File: src/rtl/id_stage_fwd_if.sv
// rtl/id_stage_fwd_if.sv - IF/ID, forwarding, regfile and ID/EX signal bundle for id_stage_fwd
interface id_stage_fwd_if #(
    parameter int DATA_W  = 32,
    parameter int REG_AW  = 5,
    parameter int NUM_FWD = 2,
    parameter int CNT_W   = 16
);
    logic                        inst_valid_i;
    logic [31:0]                 pc_i;
    logic [31:0]                 inst_i;
    logic [DATA_W-1:0]           reg1_data_i;
    logic [DATA_W-1:0]           reg2_data_i;
    logic [NUM_FWD-1:0]          fwd_wreg_i;
    logic [NUM_FWD-1:0]          fwd_pend_i;
    logic [NUM_FWD*REG_AW-1:0]   fwd_wd_i;
    logic [NUM_FWD*DATA_W-1:0]   fwd_wdata_i;
    logic                        flush_i;
    logic                        ex_stall_i;
    logic                        reg1_read_o;
    logic                        reg2_read_o;
    logic [REG_AW-1:0]           reg1_addr_o;
    logic [REG_AW-1:0]           reg2_addr_o;
    logic                        stallreq_o;
    logic                        ex_valid_o;
    logic [31:0]                 ex_pc_o;
    logic [7:0]                  ex_aluop_o;
    logic [2:0]                  ex_alusel_o;
    logic [DATA_W-1:0]           ex_reg1_o;
    logic [DATA_W-1:0]           ex_reg2_o;
    logic [REG_AW-1:0]           ex_wd_o;
    logic                        ex_wreg_o;
    logic                        ex_illegal_o;
    logic [CNT_W-1:0]            stall_cnt_o;

    modport master (
        output inst_valid_i, pc_i, inst_i, reg1_data_i, reg2_data_i,
               fwd_wreg_i, fwd_pend_i, fwd_wd_i, fwd_wdata_i, flush_i, ex_stall_i,
        input  reg1_read_o, reg2_read_o, reg1_addr_o, reg2_addr_o, stallreq_o,
               ex_valid_o, ex_pc_o, ex_aluop_o, ex_alusel_o, ex_reg1_o, ex_reg2_o,
               ex_wd_o, ex_wreg_o, ex_illegal_o, stall_cnt_o
    );

    modport slave (
        input  inst_valid_i, pc_i, inst_i, reg1_data_i, reg2_data_i,
               fwd_wreg_i, fwd_pend_i, fwd_wd_i, fwd_wdata_i, flush_i, ex_stall_i,
        output reg1_read_o, reg2_read_o, reg1_addr_o, reg2_addr_o, stallreq_o,
               ex_valid_o, ex_pc_o, ex_aluop_o, ex_alusel_o, ex_reg1_o, ex_reg2_o,
               ex_wd_o, ex_wreg_o, ex_illegal_o, stall_cnt_o
    );
endinterface

File: src/rtl/id_stage_fwd.sv
// rtl/id_stage_fwd.sv - MIPS decode stage with operand forwarding, load-use stall and ID/EX register
module id_stage_fwd #(
    parameter int DATA_W  = 32,
    parameter int REG_AW  = 5,
    parameter int NUM_FWD = 2,
    parameter int CNT_W   = 16
) (
    input logic          clk,
    input logic          rst,
    id_stage_fwd_if.slave bus
);
    localparam logic [5:0] OP_SPECIAL = 6'b000000, OP_ANDI = 6'b001100, OP_ORI = 6'b001101;
    localparam logic [5:0] OP_XORI = 6'b001110, OP_LUI = 6'b001111, OP_PREF = 6'b110011;
    localparam logic [5:0] FN_AND = 6'b100100, FN_OR = 6'b100101, FN_XOR = 6'b100110, FN_NOR = 6'b100111;
    localparam logic [5:0] FN_SLL = 6'b000000, FN_SRL = 6'b000010, FN_SRA = 6'b000011;
    localparam logic [5:0] FN_SLLV = 6'b000100, FN_SRLV = 6'b000110, FN_SRAV = 6'b000111, FN_SYNC = 6'b001111;
    localparam logic [7:0] ALU_NOP = 8'b00000000, ALU_AND = 8'b00100100, ALU_OR = 8'b00100101;
    localparam logic [7:0] ALU_XOR = 8'b00100110, ALU_NOR = 8'b00100111, ALU_SLL = 8'b01111100;
    localparam logic [7:0] ALU_SRL = 8'b00000010, ALU_SRA = 8'b00000011;
    localparam logic [2:0] SEL_NOP = 3'b000, SEL_LOGIC = 3'b001, SEL_SHIFT = 3'b010;

    logic [31:0] inst;
    logic [5:0]  op, funct;
    logic [4:0]  shamt;
    assign inst  = bus.inst_i;
    assign op    = inst[31:26];
    assign funct = inst[5:0];
    assign shamt = inst[10:6];

    logic [7:0]        d_aluop;
    logic [2:0]        d_alusel;
    logic              d_wreg, d_r1rd, d_r2rd, d_illegal;
    logic [REG_AW-1:0] d_wd;
    logic [DATA_W-1:0] d_imm;

    always_comb begin
        d_aluop   = ALU_NOP;
        d_alusel  = SEL_NOP;
        d_wreg    = 1'b0;
        d_wd      = REG_AW'(inst[15:11]);
        d_r1rd    = 1'b0;
        d_r2rd    = 1'b0;
        d_imm     = '0;
        d_illegal = 1'b1;
        // Immediate shifts are only legal with a zero rs field; otherwise fall to the R-type table.
        if (inst[31:21] == 11'd0 && (funct == FN_SLL || funct == FN_SRL || funct == FN_SRA)) begin
            d_aluop   = (funct == FN_SLL) ? ALU_SLL : (funct == FN_SRL) ? ALU_SRL : ALU_SRA;
            d_alusel  = SEL_SHIFT;
            d_wreg    = 1'b1;
            d_r2rd    = 1'b1;
            d_imm     = DATA_W'(shamt);
            d_illegal = 1'b0;
        end else begin
            case (op)
                OP_SPECIAL: begin
                    if (shamt == 5'd0) begin
                        case (funct)
                            FN_AND, FN_OR, FN_XOR, FN_NOR: begin
                                d_aluop   = (funct == FN_AND) ? ALU_AND : (funct == FN_OR) ? ALU_OR :
                                            (funct == FN_XOR) ? ALU_XOR : ALU_NOR;
                                d_alusel  = SEL_LOGIC;
                                d_wreg    = 1'b1;
                                d_r1rd    = 1'b1;
                                d_r2rd    = 1'b1;
                                d_illegal = 1'b0;
                            end
                            FN_SLLV, FN_SRLV, FN_SRAV: begin
                                d_aluop   = (funct == FN_SLLV) ? ALU_SLL : (funct == FN_SRLV) ? ALU_SRL : ALU_SRA;
                                d_alusel  = SEL_SHIFT;
                                d_wreg    = 1'b1;
                                d_r1rd    = 1'b1;
                                d_r2rd    = 1'b1;
                                d_illegal = 1'b0;
                            end
                            FN_SYNC: begin
                                d_r2rd    = 1'b1;
                                d_illegal = 1'b0;
                            end
                            default: ;
                        endcase
                    end
                end
                OP_ORI, OP_ANDI, OP_XORI, OP_LUI: begin
                    d_aluop   = (op == OP_ANDI) ? ALU_AND : (op == OP_XORI) ? ALU_XOR : ALU_OR;
                    d_alusel  = SEL_LOGIC;
                    d_wreg    = 1'b1;
                    d_wd      = REG_AW'(inst[20:16]);
                    d_r1rd    = 1'b1;
                    d_imm     = (op == OP_LUI) ? DATA_W'({inst[15:0], 16'h0}) : DATA_W'({16'h0, inst[15:0]});
                    d_illegal = 1'b0;
                end
                OP_PREF: d_illegal = 1'b0;
                default: ;
            endcase
        end
    end

    // Returns {pending, operand}; the lowest-index matching source shadows all older ones.
    function automatic logic [DATA_W:0] pick_operand(
        input logic                      rd,
        input logic [REG_AW-1:0]         addr,
        input logic [DATA_W-1:0]         rf_data,
        input logic [DATA_W-1:0]         imm,
        input logic [NUM_FWD-1:0]        wreg,
        input logic [NUM_FWD-1:0]        pend,
        input logic [NUM_FWD*REG_AW-1:0] wd,
        input logic [NUM_FWD*DATA_W-1:0] wdata
    );
        logic           hit;
        logic [DATA_W:0] r;
        hit = 1'b0;
        r   = {1'b0, rf_data};
        if (!rd) begin
            r = {1'b0, imm};
        end else begin
            for (int k = 0; k < NUM_FWD; k++) begin
                if (!hit && wreg[k] && wd[k*REG_AW +: REG_AW] == addr && addr != '0) begin
                    hit = 1'b1;
                    r   = {pend[k], wdata[k*DATA_W +: DATA_W]};
                end
            end
        end
        return r;
    endfunction

    logic [DATA_W:0] opnd1, opnd2;
    logic            hazard;

    assign opnd1 = pick_operand(d_r1rd, inst[25:21], bus.reg1_data_i, d_imm,
                                bus.fwd_wreg_i, bus.fwd_pend_i, bus.fwd_wd_i, bus.fwd_wdata_i);
    assign opnd2 = pick_operand(d_r2rd, inst[20:16], bus.reg2_data_i, d_imm,
                                bus.fwd_wreg_i, bus.fwd_pend_i, bus.fwd_wd_i, bus.fwd_wdata_i);
    assign hazard = bus.inst_valid_i && !bus.flush_i && (opnd1[DATA_W] || opnd2[DATA_W]);

    assign bus.reg1_read_o = !rst && d_r1rd;
    assign bus.reg2_read_o = !rst && d_r2rd;
    assign bus.reg1_addr_o = rst ? '0 : REG_AW'(inst[25:21]);
    assign bus.reg2_addr_o = rst ? '0 : REG_AW'(inst[20:16]);
    assign bus.stallreq_o  = !rst && hazard && !bus.ex_stall_i;

    logic              ex_valid, ex_wreg, ex_illegal;
    logic [31:0]       ex_pc;
    logic [7:0]        ex_aluop;
    logic [2:0]        ex_alusel;
    logic [DATA_W-1:0] ex_reg1, ex_reg2;
    logic [REG_AW-1:0] ex_wd;
    logic [CNT_W-1:0]  stall_cnt;

    always_ff @(posedge clk) begin
        if (rst || bus.flush_i || (!bus.ex_stall_i && (hazard || !bus.inst_valid_i))) begin
            ex_valid   <= 1'b0;
            ex_pc      <= '0;
            ex_aluop   <= ALU_NOP;
            ex_alusel  <= SEL_NOP;
            ex_reg1    <= '0;
            ex_reg2    <= '0;
            ex_wd      <= '0;
            ex_wreg    <= 1'b0;
            ex_illegal <= 1'b0;
        end else if (!bus.ex_stall_i) begin
            ex_valid   <= 1'b1;
            ex_pc      <= bus.pc_i;
            ex_aluop   <= d_aluop;
            ex_alusel  <= d_alusel;
            ex_reg1    <= opnd1[DATA_W-1:0];
            ex_reg2    <= opnd2[DATA_W-1:0];
            ex_wd      <= d_wd;
            ex_wreg    <= d_wreg;
            ex_illegal <= d_illegal;
        end
        if (rst) begin
            stall_cnt <= '0;
        end else if (!bus.flush_i && !bus.ex_stall_i && hazard && stall_cnt != '1) begin
            stall_cnt <= stall_cnt + CNT_W'(1);
        end
    end

    assign bus.ex_valid_o   = ex_valid;
    assign bus.ex_pc_o      = ex_pc;
    assign bus.ex_aluop_o   = ex_aluop;
    assign bus.ex_alusel_o  = ex_alusel;
    assign bus.ex_reg1_o    = ex_reg1;
    assign bus.ex_reg2_o    = ex_reg2;
    assign bus.ex_wd_o      = ex_wd;
    assign bus.ex_wreg_o    = ex_wreg;
    assign bus.ex_illegal_o = ex_illegal;
    assign bus.stall_cnt_o  = stall_cnt;
endmodule

File: src/flat_wrapper.sv
// flat-port wrapper written by rule: the top's interface ports become plain ports
module id_stage_fwd_flat 
#(
    parameter int DATA_W  = 32,
    parameter int REG_AW  = 5,
    parameter int NUM_FWD = 2,
    parameter int CNT_W   = 16
)
  (clk, rst, bus_inst_valid_i, bus_pc_i, bus_inst_i, bus_reg1_data_i, bus_reg2_data_i, bus_fwd_wreg_i, bus_fwd_pend_i, bus_fwd_wd_i, bus_fwd_wdata_i, bus_flush_i, bus_ex_stall_i, bus_reg1_read_o, bus_reg2_read_o, bus_reg1_addr_o, bus_reg2_addr_o, bus_stallreq_o, bus_ex_valid_o, bus_ex_pc_o, bus_ex_aluop_o, bus_ex_alusel_o, bus_ex_reg1_o, bus_ex_reg2_o, bus_ex_wd_o, bus_ex_wreg_o, bus_ex_illegal_o, bus_stall_cnt_o);
  id_stage_fwd_if #(.DATA_W(DATA_W), .REG_AW(REG_AW), .NUM_FWD(NUM_FWD), .CNT_W(CNT_W)) bus_i ();
  input logic clk;
  input logic rst;
  input wire logic [$bits(bus_i.inst_valid_i)-1:0] bus_inst_valid_i;
  input wire logic [$bits(bus_i.pc_i)-1:0] bus_pc_i;
  input wire logic [$bits(bus_i.inst_i)-1:0] bus_inst_i;
  input wire logic [$bits(bus_i.reg1_data_i)-1:0] bus_reg1_data_i;
  input wire logic [$bits(bus_i.reg2_data_i)-1:0] bus_reg2_data_i;
  input wire logic [$bits(bus_i.fwd_wreg_i)-1:0] bus_fwd_wreg_i;
  input wire logic [$bits(bus_i.fwd_pend_i)-1:0] bus_fwd_pend_i;
  input wire logic [$bits(bus_i.fwd_wd_i)-1:0] bus_fwd_wd_i;
  input wire logic [$bits(bus_i.fwd_wdata_i)-1:0] bus_fwd_wdata_i;
  input wire logic [$bits(bus_i.flush_i)-1:0] bus_flush_i;
  input wire logic [$bits(bus_i.ex_stall_i)-1:0] bus_ex_stall_i;
  output wire logic [$bits(bus_i.reg1_read_o)-1:0] bus_reg1_read_o;
  output wire logic [$bits(bus_i.reg2_read_o)-1:0] bus_reg2_read_o;
  output wire logic [$bits(bus_i.reg1_addr_o)-1:0] bus_reg1_addr_o;
  output wire logic [$bits(bus_i.reg2_addr_o)-1:0] bus_reg2_addr_o;
  output wire logic [$bits(bus_i.stallreq_o)-1:0] bus_stallreq_o;
  output wire logic [$bits(bus_i.ex_valid_o)-1:0] bus_ex_valid_o;
  output wire logic [$bits(bus_i.ex_pc_o)-1:0] bus_ex_pc_o;
  output wire logic [$bits(bus_i.ex_aluop_o)-1:0] bus_ex_aluop_o;
  output wire logic [$bits(bus_i.ex_alusel_o)-1:0] bus_ex_alusel_o;
  output wire logic [$bits(bus_i.ex_reg1_o)-1:0] bus_ex_reg1_o;
  output wire logic [$bits(bus_i.ex_reg2_o)-1:0] bus_ex_reg2_o;
  output wire logic [$bits(bus_i.ex_wd_o)-1:0] bus_ex_wd_o;
  output wire logic [$bits(bus_i.ex_wreg_o)-1:0] bus_ex_wreg_o;
  output wire logic [$bits(bus_i.ex_illegal_o)-1:0] bus_ex_illegal_o;
  output wire logic [$bits(bus_i.stall_cnt_o)-1:0] bus_stall_cnt_o;
  assign bus_i.inst_valid_i = bus_inst_valid_i;
  assign bus_i.pc_i = bus_pc_i;
  assign bus_i.inst_i = bus_inst_i;
  assign bus_i.reg1_data_i = bus_reg1_data_i;
  assign bus_i.reg2_data_i = bus_reg2_data_i;
  assign bus_i.fwd_wreg_i = bus_fwd_wreg_i;
  assign bus_i.fwd_pend_i = bus_fwd_pend_i;
  assign bus_i.fwd_wd_i = bus_fwd_wd_i;
  assign bus_i.fwd_wdata_i = bus_fwd_wdata_i;
  assign bus_i.flush_i = bus_flush_i;
  assign bus_i.ex_stall_i = bus_ex_stall_i;
  assign bus_reg1_read_o = bus_i.reg1_read_o;
  assign bus_reg2_read_o = bus_i.reg2_read_o;
  assign bus_reg1_addr_o = bus_i.reg1_addr_o;
  assign bus_reg2_addr_o = bus_i.reg2_addr_o;
  assign bus_stallreq_o = bus_i.stallreq_o;
  assign bus_ex_valid_o = bus_i.ex_valid_o;
  assign bus_ex_pc_o = bus_i.ex_pc_o;
  assign bus_ex_aluop_o = bus_i.ex_aluop_o;
  assign bus_ex_alusel_o = bus_i.ex_alusel_o;
  assign bus_ex_reg1_o = bus_i.ex_reg1_o;
  assign bus_ex_reg2_o = bus_i.ex_reg2_o;
  assign bus_ex_wd_o = bus_i.ex_wd_o;
  assign bus_ex_wreg_o = bus_i.ex_wreg_o;
  assign bus_ex_illegal_o = bus_i.ex_illegal_o;
  assign bus_stall_cnt_o = bus_i.stall_cnt_o;
  id_stage_fwd #(.DATA_W(DATA_W), .REG_AW(REG_AW), .NUM_FWD(NUM_FWD), .CNT_W(CNT_W)) u_core (.clk(clk), .rst(rst), .bus(bus_i));
endmodule
File: config.mk
export PLATFORM = sky130hd
export DESIGN_NAME = id_stage_fwd_flat
export DESIGN_NICKNAME = d
export VERILOG_FILES = /design/src/rtl/id_stage_fwd_if.sv /design/src/rtl/id_stage_fwd.sv /design/src/flat_wrapper.sv
export SDC_FILE = /design/constraint.sdc
export NUM_CORES = 1
export LEC_CHECK = 0
export BUFFER_PORTS_ARGS = -buffer_cell sky130_fd_sc_hd__buf_2
export CAP_MARGIN = 20
export CORE_AREA = 2 2 139 141
export CTS_CLUSTER_SIZE = 8
export DETAILED_ROUTE_END_ITERATION = 8
export DIE_AREA = 0 0 141 143
export PLACE_DENSITY = 0.69
export SYNTH_ARGS = -nofsm -noshare
export SYNTH_HDL_FRONTEND = slang
export SYNTH_SLANG_ARGS = --single-unit
export TNS_END_PERCENT = 100
File: constraint.sdc
create_clock -name clk -period 6.26 [get_ports clk]
set_input_delay 0.313 -clock clk [delete_from_list [all_inputs] [get_ports clk]]
set_output_delay 0.313 -clock clk [all_outputs]
set_load 0.05 [all_outputs]
==> run metrics, run 1 <==
count leader, synth=nor2_1; final clock skew=0.00992 ns; max_cap viols=0; Final GP Congestion=between 0.8 and 0.9; PwrDens=226 nW/µm²; synthesized area=7220 µm²; H-tree levels=4; WL per Instance=around 18 µm; leading area contributor after synthesis=dfxtp_1; fillers=1778; num rows=50; Synth Register Bits=roughly 130; Worst Setup SP=bus_inst_i[18]; Longest Clk Path Bufs=2; final wirelength=25700 µm; R2R setup slack=3.84 ns; Starting Density=0.389; headroom to the max-slew limit=0.326; CTS Buf Count=17; Total GRT Usage=0.245; worst r2r src=u_core.bus.stall_cnt_o[1]; vias in the first global route=7053; Routed Antenna Nets=0; Cells after Synth=848; CTS tree=done; root buf cell=clkbuf_16; crit path time final=between 3 and 4 ns; mean post-synth cell area=8.52 µm²; core footprint=about 19000 µm²; Boundary Pins=between 300 and 400; first-pass GRT wire length=38300 µm; Seq/Total Area, Yosys=0.349; CP required=6.59 ns; Nets=1368; Die Ht=roughly 140 µm; min-delay src=bus_pc_i[22]; Yosys top cell area share=0.349; Congestion Overflow GR=0; Worst Setup End Kind=flip-flop; # resized after CTS=0; area delta synth->final=33.6%; Least-Margin Pin Slew=1.01 ns; largest net degree at the start of global routing=just over 90; initial DRC count=390; Leakage=4.44 nW; Final Hold Violating Endpoints=0; routed vias=7473; die area=20200 µm²; Final setup violation count=0; worst vdd ir=0.175 mV; clk_lat worst skew=0.42 ns; critical path peak fanout=65; status=complete, no violations; chip width=141 µm; max-slew violations=0; IO Port Bufs=352; post-synth cell types=56; crit path capture=u_core.bus.ex_reg2_o[9]; DP HPWL=19000 µm; Worst R2R Path Depth=8; r2r endpoint=u_core.bus.stall_cnt_o[10]; layout cells sized above 1=0.378; number of synthesized flops with an enable pin=0; Fmax=0.256 GHz; ANT cells=0; WHS=0.117 ns; clock slew seen by the registers of the worst setup and hold paths=around 0.070 ns; Pre-Repair DR Iteration Count=5; synth top area cells=dfxtp_1 (35%), mux2i_1 (14%), nor2_1 (7.8%), a221oi_2 (6.2%), a21oi_1 (5.9%); WS Path Type=input pin to flip-flop; number of warnings issued by yosys=0; top post-synthesis cells by count=nor2_1 (151), dfxtp_1 (126), mux2i_1 (98); antenna violations before repair=0; period utilization=0.625; Top FF cell, synth=dfxtp_1; Sinks on Clock Net=126; Residual DRC=0; FFs w/ async S/R, synth=0; Worst EP arrival=4.24 ns; startpoint types=input pin; cts hold-fix bufs=0; RSZ-0062 raised after global routing=false; Vias/cell=5.33; Worst Hold Class=input pin to flip-flop; post-CTS setup repair buffer count=0; final setup TNS=0 ns
-- critical path, cell delays in order --
cell      delay [ns]
buf_2           0.13
or4_1           0.56
nor2_1          0.11
or4_2           0.12
buf_4           0.52
mux2i_1         0.30
o32a_1          0.84
o221ai_4        0.55
buf_4           0.49
a221oi_2        0.25
-- cells in the final DEF (no fill, tap or decap), types with 9 or more instances in the layout --
master       n
nand2_1     28
buf_2      351
buf_4        9
nor2b_1     21
a211o_1     33
a21oi_1     85
dfxtp_1    126
inv_1       38
a221oi_2    30
nor3_1      10
a211oi_1    11
mux2i_1     98
a22oi_1     28
clkbuf_16   18
nor2_1     151
xnor2_1     17
nand3_1      9
-- per-layer routing --
metal	wire, µm	track usage
met5	0	0
met4	559	0.0868
met3	1890	0.0671
met2	12500	0.423
met1	10800	0.293
-- per-stage QoR --
step            util  power, mW  setup slack [ns]  cells  area (µm²)
3_3_place_gp   0.486       1.17              2.03   1370        9020
4_1_cts        0.518       2.20              2.36   1402        9620
2_1_floorplan      -       1.04              3.67    849        7230
3_5_place_dp   0.486       1.17              1.92   1370        9020
5_1_grt        0.519       2.26              2.01   1403        9650
6_report       0.519       2.18              2.35   1403        9650
-- cell type report --
class                   count  area (µm²)  area share
inverters                  38         143      0.0148
multi-input cells         611        4230       0.438
clock buffers              17         425      0.0441
well taps                 234         293      0.0304
flip-flops and latches    126        2520       0.261
repair buffers            362        1860       0.193
clock inverters            15         174      0.0180
-- worst min path at each step --
stage | to | slack [ns] | cells past startpoint
detailed placement | u_core.bus.ex_valid_o | 0.44 | 2
global route | u_core.bus.ex_pc_o[24] | 0.13 | 3
floorplan | u_core.bus.ex_pc_o[0] | 0.46 | 2
finish | u_core.bus.ex_pc_o[22] | 0.12 | 3
global placement | u_core.bus.ex_valid_o | 0.43 | 2
CTS | u_core.bus.ex_pc_o[24] | 0.10 | 3
-- logic make-up (layout without fill, tap and decap cells) --
family | after synthesis | in the layout | share of synthesized area
xor+xnor | 19 | 19 | 0.0230
compound gates | 217 | 217 | 0.236
simple gates | 270 | 270 | 0.178
other cells | 1 | 2 | 0.000519
mux | 102 | 102 | 0.142
flops | 126 | 126 | 0.349
fa+ha+maj | 1 | 1 | 0.00173
buf+inv | 112 | 432 | 0.0696
-- report_power, final --
group	internal (mW)	switching [mW]	leakage, nW
logic	0.118	0.214	3.14
registers	0.816	0.00724	1.02
clock network	0.600	0.425	0.282
total	1.53	0.646	4.44
-- state kept, by name, indices dropped and copies added (netlist names), 2 cells and up --
register / flops
u_core.bus.ex_pc_o: 32
u_core.bus.ex_reg1_o: 32
u_core.bus.ex_reg2_o: 32
u_core.bus.stall_cnt_o: 16
u_core.bus.ex_wd_o: 5
u_core.bus.ex_aluop_o: 4
u_core.bus.ex_alusel_o: 2
No activity file was read; power rests on OpenSTA's default activity.
==> run 2: changes to the inputs <==
Clock period 6.26 ns to 3.8 ns, I/O delays scaled along.
==> run 2 against run 1 <==
  * Via count up 2.4%
  * Clock power up 58%
  * Clock skew grew 0.00083 ns
  * Count of clock-buffer cells in the layout unchanged
  * Cell count rose by 1.4%
  * Power up 63%
  * Sequential share of layout area shrank 0.48 points
  * Register-to-register slack worse by 2.4 ns
  * Non-clock buffer count increased by 19
  * Hold slack got worse by 0.11 ns
  * Global-route usage increased by 0.46 points
  * Highest routed layer unchanged
==> run metrics, run 2 (synthesis results as in run 1) <==
status=complete, no violations; final clock skew=0.0107 ns (+0.000828 ns); Residual DRC=0 (unchanged); Worst Path Buf+Inv=3 (unchanged); Final setup violation count=0 (unchanged); period utilization=0.674; fillers=1731 (-2.6%); FF/Latch Area=2520 µm² (unchanged); largest net degree at the start of global routing=73 (-22%); Starting Density=0.389 (unchanged); Worst EP arrival=2.37 ns (-1.87 ns); crit-path cells=buf_2 > nor4_4 > nor2b_1 > or3_2 > buf_4 > mux2i_1 > o22ai_1 > and3_1 > buf_2; clock slew seen by the registers of the worst setup and hold paths=0.06 ns (about the same); first-pass GRT wire length=38900 µm (+1.6%); max-slew violations=0 (unchanged); Nets=1387 (+1.4%); IO Port Bufs=352 (unchanged); antenna violations before repair=1 (+1); Vias/cell=5.38 (+0.98%); Switching Share=0.301 (+0.00526); multi-input logic area=4230 µm² (unchanged); H-tree levels=4 (unchanged); PwrDens=361 nW/µm² (+60%); clock share of power=0.458 (-0.012); headroom to the max-slew limit=0.383 (+0.0570); clk_lat worst skew=0.43 ns (about the same); commonest non-fill, non-tap cell in the layout=buf_2; root buf cell=clkbuf_16; final wirelength=26100 µm (+1.7%); sw power=1.07 mW (+65%); WS Path Type=input pin to output port; placed inst area=9100 µm² (+0.83%); Worst Hold Class=input pin to flip-flop; layout cells sized above 1=0.375 (-0.00268); worst vdd ir=0.300 mV (+71%); slowest CP cell=buf_4; Total GRT Usage=0.249 (+0.00464); Sinks on Clock Net=126 (unchanged); die area=20200 µm² (unchanged); Seq pwr share=0.382 (+0.004); Longest Clk Path Bufs=2 (unchanged); num rows=50 (unchanged); area delta synth->final=36.0%; final setup TNS=0 ns (unchanged); Boundary Pins=355 (unchanged); Pre-Repair DR Iteration Count=5 (unchanged); CTS Buf Count=17 (unchanged); Final GP Congestion=0.860 (-1.5%); Routed Antenna Nets=0 (unchanged); Final Hold Violating Endpoints=0 (unchanged); family with the most delay on the worst path=buffers and inverters; critical path peak fanout=65 (unchanged); WL per Instance=18.4 µm (+0.25%); Die Ht=143 µm (unchanged); core footprint=18600 µm² (unchanged); fin area=9830 µm² (+1.9%); CTS tree=done; Fmax=0.390 GHz; RSZ-0062 raised after global routing=false; max_cap viols=0 (unchanged); chip width=141 µm (unchanged); CP max stage delay=0.52 ns (-0.32 ns); crit path time final=2.56 ns; share of total power in combinational logic=0.159 (+0.007); DP HPWL=19400 µm (+1.8%); Congestion Overflow GR=0 (unchanged); Leakage=4.54 nW (+2.2%); startpoint types=input pin; routed vias=7654 (+2.4%); Worst Setup End Kind=output port; most frequent cells in the layout=buf_2 (351), nor2_1 (151), dfxtp_1 (126), mux2i_1 (98), a21oi_1 (85); Least-Margin Pin Slew=0.926 ns (-0.0841 ns); CP required=3.61 ns (-2.98 ns); vias in the first global route=7001 (-0.74%); cell mode on critical path=buf_2; Internal=2.48 mW (+61%); post-CTS setup repair buffer count=0 (unchanged); initial DRC count=488 (+25%)
## run 2: cell count changes in the layout (fill, tap and decap cells not counted)
cell	previous run	this run
diode_2	0	1
buf_12	0	3
dlygate4sd3_1	0	15
bufinv_16	2	1
clkinvlp_4	4	1
buf_4	9	11
inv_6	7	5
clkbuf_16	18	17
clkinv_4	0	3
inv_8	2	3
clkinv_2	0	2
## run 2: power by group through the flow
stage	Sequential, mW	Clock (mW)	Combinational, mW
after floorplan	1.47	0	0.242
after global placement	1.38	0	0.547
after detailed placement	1.38	0	0.552
after CTS	1.36	1.65	0.565
after global routing	1.36	1.70	0.605
final	1.36	1.63	0.564
## run 2: worst paths after layout
kind                                                start                        end  slack [ns]  depth (start not counted)
worst max-delay path                       bus_inst_i[21]             bus_stallreq_o        1.24                          9
worst min-delay path                         bus_pc_i[10]     u_core.bus.ex_pc_o[10]       0.004                          3
worst max register to register  u_core.bus.stall_cnt_o[0]  u_core.bus.stall_cnt_o[8]        1.42                          8
worst min register to register      u_core.bus.ex_valid_o      u_core.bus.ex_valid_o        0.45                          2
## run 2: metrics by stage
| stage | utilization | hold WS (ns) | power [mW] | setup slack [ns] | std cells |
|---|---|---|---|---|---|
| floorplan | - | 0.334 | 1.71 | 1.21 | 849 |
| detailed placement | 0.490 | 0.430 | 1.94 | 0.790 | 1375 |
| CTS | 0.529 | 0.00177 | 3.57 | 1.23 | 1422 |
| finish | 0.529 | 0.00432 | 3.55 | 1.24 | 1423 |
| global placement | 0.490 | 0.417 | 1.93 | 0.881 | 1375 |
| global route | 0.529 | 0.0122 | 3.66 | 1.06 | 1422 |
## run 2: per-layer routing
layer	global-route usage	up-vias	share of wire
met5	0	-	0
met4	0.0837	0	0.024
met3	0.0610	40	0.082
met2	0.431	336	0.49
met1	0.304	3572	0.41
li1	-	3706	-
## run 2: cell type report
cell class | count | share of cell area
Antenna cell | 1 | 0.000255
Clock buffer | 17 | 0.0433
Clock inverter | 15 | 0.0154
Inverter | 38 | 0.0145
Multi-Input combinational cell | 611 | 0.430
Sequential cell | 126 | 0.257
Tap cell | 234 | 0.0298
Timing Repair Buffer | 381 | 0.210
## run 2: tightest hold or removal path, stage by stage
cell and delay, ns:
buf_2 0.07, mux2i_1 0.05, nor2_1 0.07
## run 2: timing repair
action,4_1_cts,5_1_grt
hold buffers,15,0
gates resized for setup,0,0
hold endpoints to repair,15,0
==> run 3: changes to the inputs <==
Settings changed: ABC_AREA set to 1, CORE_AREA 2 2 139 141 to not set, CORE_MARGIN set to 2, CORE_UTILIZATION set to 43, DIE_AREA 0 0 141 143 to not set, PLACE_DENSITY 0.69 to 0.77.
Clock period 3.8 ns to 2.1 ns, I/O delays scaled along.
==> run 3 against run 2 <==
  * Via count rose by 22%
  * Worst setup slack lost 1.0 ns
  * Combinational power grew 110%
  * Clock power increased by 81%
  * Non-clock buffer count grew 36
  * Critical path depth grew 4
  * Power grew 86%
  * Die area shrank 5.3%
  * Register-to-register slack got worse by 1.1 ns
  * Area after synthesis increased by 7.2%
  * Clock skew fell by 0.0020 ns
  * Wire length up 16%
==> run metrics, run 3 <==
Nets=1775 (+28%); max_cap viols=0 (unchanged); critical path peak fanout=4 (-94%); clock share of power=0.448 (-0.010); fin cells=1811 (+27%); clock slew seen by the registers of the worst setup and hold paths=0.06 ns (about the same); Leakage=5.45 nW (+20%); leading area contributor after synthesis=dfxtp_1; complex-gate fraction of the synthesized area=0.239 (+0.00266); synth top area cells=dfxtp_1 (33%), nand2_1 (12%), o21ai_0 (8.5%), nor2_1 (7.8%), inv_1 (7.0%); Total GRT Usage=0.303 (+0.0537); Final GP Congestion=0.945 (+9.9%); Placed Cells=1739 (+26%); Post-Synth XOR/XNOR Area=0.00113 (-0.0219); Final Hold Violating Endpoints=0 (unchanged); routed vias=9375 (+22%); Vias/cell=5.18 (-3.8%); mux contribution to synthesized area=0 (-0.142); top post-synthesis cells by count=nand2_1 (256), nor2_1 (161), inv_1 (144); clk_lat worst skew=0.42 ns (about the same); root buf cell=clkbuf_16; worst slack at placement=0.0146 ns (-0.775 ns); final wirelength=30400 µm (+16%); post-synth cell types=41 (-27%); mean post-synth cell area=6.44 µm² (-24%); layout cells sized above 1=0.328 (-0.0472); Longest Clk Path Bufs=2 (unchanged); headroom to the max-slew limit=0.495 (+0.112); area delta synth->final=37.8%; number of warnings issued by yosys=0 (unchanged); crit path time final=approximately 1.9 ns; max-slew violations=0 (unchanged); Cells after Synth=1202 (+42%); final clock skew=0.00879 ns (-0.00195 ns); RSZ-0062 raised after global routing=false; Seq pwr share=0.373 (-0.009); largest family of logic cells by synthesized area=simple AND/OR/NAND/NOR gates; sw power=1.97 mW (+84%); antenna violations before repair=6 (+5); core footprint=17800 µm² (-4.0%); DP HPWL=22800 µm (+18%); Worst Setup End Kind=output port; CP required=2.00 ns (-1.61 ns); PwrDens=617 nW/µm² (+71%); Boundary Pins=355 (unchanged); startpoint types=input pin; Sinks on Clock Net=126 (unchanged); largest net degree at the start of global routing=68 (-6.8%); Worst Hold Class=input pin to flip-flop; Pre-Repair DR Iteration Count=6 (+1); WS Path Type=input pin to output port; commonest non-fill, non-tap cell in the layout=buf_2; CTS tree=done; Congestion Overflow GR=0 (unchanged); status=complete, no violations; Simple-Gate Fraction of Synth Area=0.303 (+0.126); total power=6.59 mW (+86%); CTS Buf Count=17 (unchanged); Die Ht=138 µm (-3.4%); num rows=49 (-2.0%); # resized after CTS=0 (unchanged); number of synthesized flops with an enable pin=0 (unchanged); Top FF cell, synth=dfxtp_1; vias in the first global route=8579 (+23%); FFs w/ async S/R, synth=0 (unchanged); initial DRC count=563 (+15%); Residual DRC=0 (unchanged); setup ws final=0.224 ns (-1.01 ns); first-pass GRT wire length=46000 µm (+18%); Final setup violation count=0 (unchanged); Synth Register Bits=126 (unchanged); worst vdd ir=0.536 mV (+79%); share of total power in combinational logic=0.179 (+0.020); synthesized area=7740 µm² (+7.2%); period utilization=0.893; fin util=0.598 (+0.0693); Post-Synth Adder-Cell Area=0.00162 (-0.000117); most frequent cells in the layout=buf_2 (352), nand2_1 (255), nor2_1 (161), inv_1 (144), o21ai_0 (131); die area=19100 µm² (-5.3%); IO Port Bufs=352 (unchanged); chip width=138 µm (-2.0%); Internal=4.62 mW (+87%); Fmax=0.533 GHz; WL per Instance=16.8 µm (-8.7%); H-tree levels=4 (unchanged); Starting Density=0.434 (+0.0454); Least-Margin Pin Slew=0.758 ns (-0.169 ns); Switching Share=0.299 (-0.00286); Yosys top cell area share=0.326 (-0.0235); Routed Antenna Nets=0 (unchanged); count leader, synth=nand2_1; Worst EP arrival=1.77 ns (-0.60 ns); final setup TNS=0 ns (unchanged); Seq/Total Area, Yosys=0.326 (-0.0235)
[run 3: changes by cell type after synthesis, moves of 17 or more]
cell	delta
o21ai_0	+129
a21oi_1	-51
a221oi_2	-30
o22ai_1	+23
xnor2_1	-17
inv_1	+106
a211o_1	-34
a21oi_2	+39
nor2b_1	-21
nand3_1	+37
nand2_1	+228
mux2i_1	-98
[run 3: area by class of cell]
cell class / instances / area [µm²]
fill: 1704 / 7170
multi-input combinational: 844 / 4240
sequential: 126 / 2520
timing repair buffer: 417 / 2430
inverter: 157 / 591
clock buffer: 21 / 480
tap: 229 / 287
clock inverter: 10 / 105
antenna: 7 / 17.5
[run 3: kinds of logic after synthesis]
kind of cell / after synthesis
flip-flops: 126
buffers and inverters: 233
AND/OR/NAND/NOR: 544
AO/OA/AOI/OAI: 296
XOR/XNOR: 1
adder cells (fa/ha/maj): 1
other: 1
[run 3: power groups by stage]
stage,Combinational [mW],Clock [mW],Sequential [mW]
finish,1.18,2.95,2.45
global route,1.28,3.09,2.46
CTS,1.16,2.98,2.45
detailed placement,1.11,0,2.51
global placement,1.11,0,2.51
floorplan,0.531,0,2.65
[run 3: timing repair]
action,4_1_cts,5_1_grt
setup buffers,0,2
setup endpoints to repair,0,1
endpoints found under the hold margin,32,0
hold buffers,32,0
[run 3: final timing paths]
check	startpoint	end	slack, ns	cells after the start
setup / recovery	bus_inst_i[21]	bus_stallreq_o	0.22	13
setup reg to reg	u_core.bus.stall_cnt_o[1]	u_core.bus.stall_cnt_o[14]	0.31	9
hold / removal	bus_ex_stall_i	u_core.bus.ex_pc_o[5]	0.03	3
hold reg to reg	u_core.bus.ex_pc_o[0]	u_core.bus.ex_pc_o[0]	0.47	2
[run 3: worst max-delay path, stage by stage]
cell,delay (ns)
buf_2,0.13
nor2_1,0.19
nand2_1,0.09
nor2_2,0.18
nor2_1,0.09
nand2_2,0.13
nand2_2,0.10
nand2_1,0.09
nand3_2,0.08
nand2_4,0.08
nand2_2,0.08
nor2_1,0.14
buf_2,0.29
[run 3: metrics by stage]
stage / hold slack, ns / area [µm²]
after detailed placement: 0.367 / 9730
after floorplan: 0.258 / 7750
final: 0.0315 / 10700
after CTS: 0.0143 / 10600
after global placement: 0.363 / 9730
after global routing: 0.0280 / 10700
[run 3: metal layers]
layer	track usage	part of all wire
met2	0.530	0.50
met3	0.0630	0.073
met4	0.0983	0.022
met5	0	0
met1	0.372	0.40
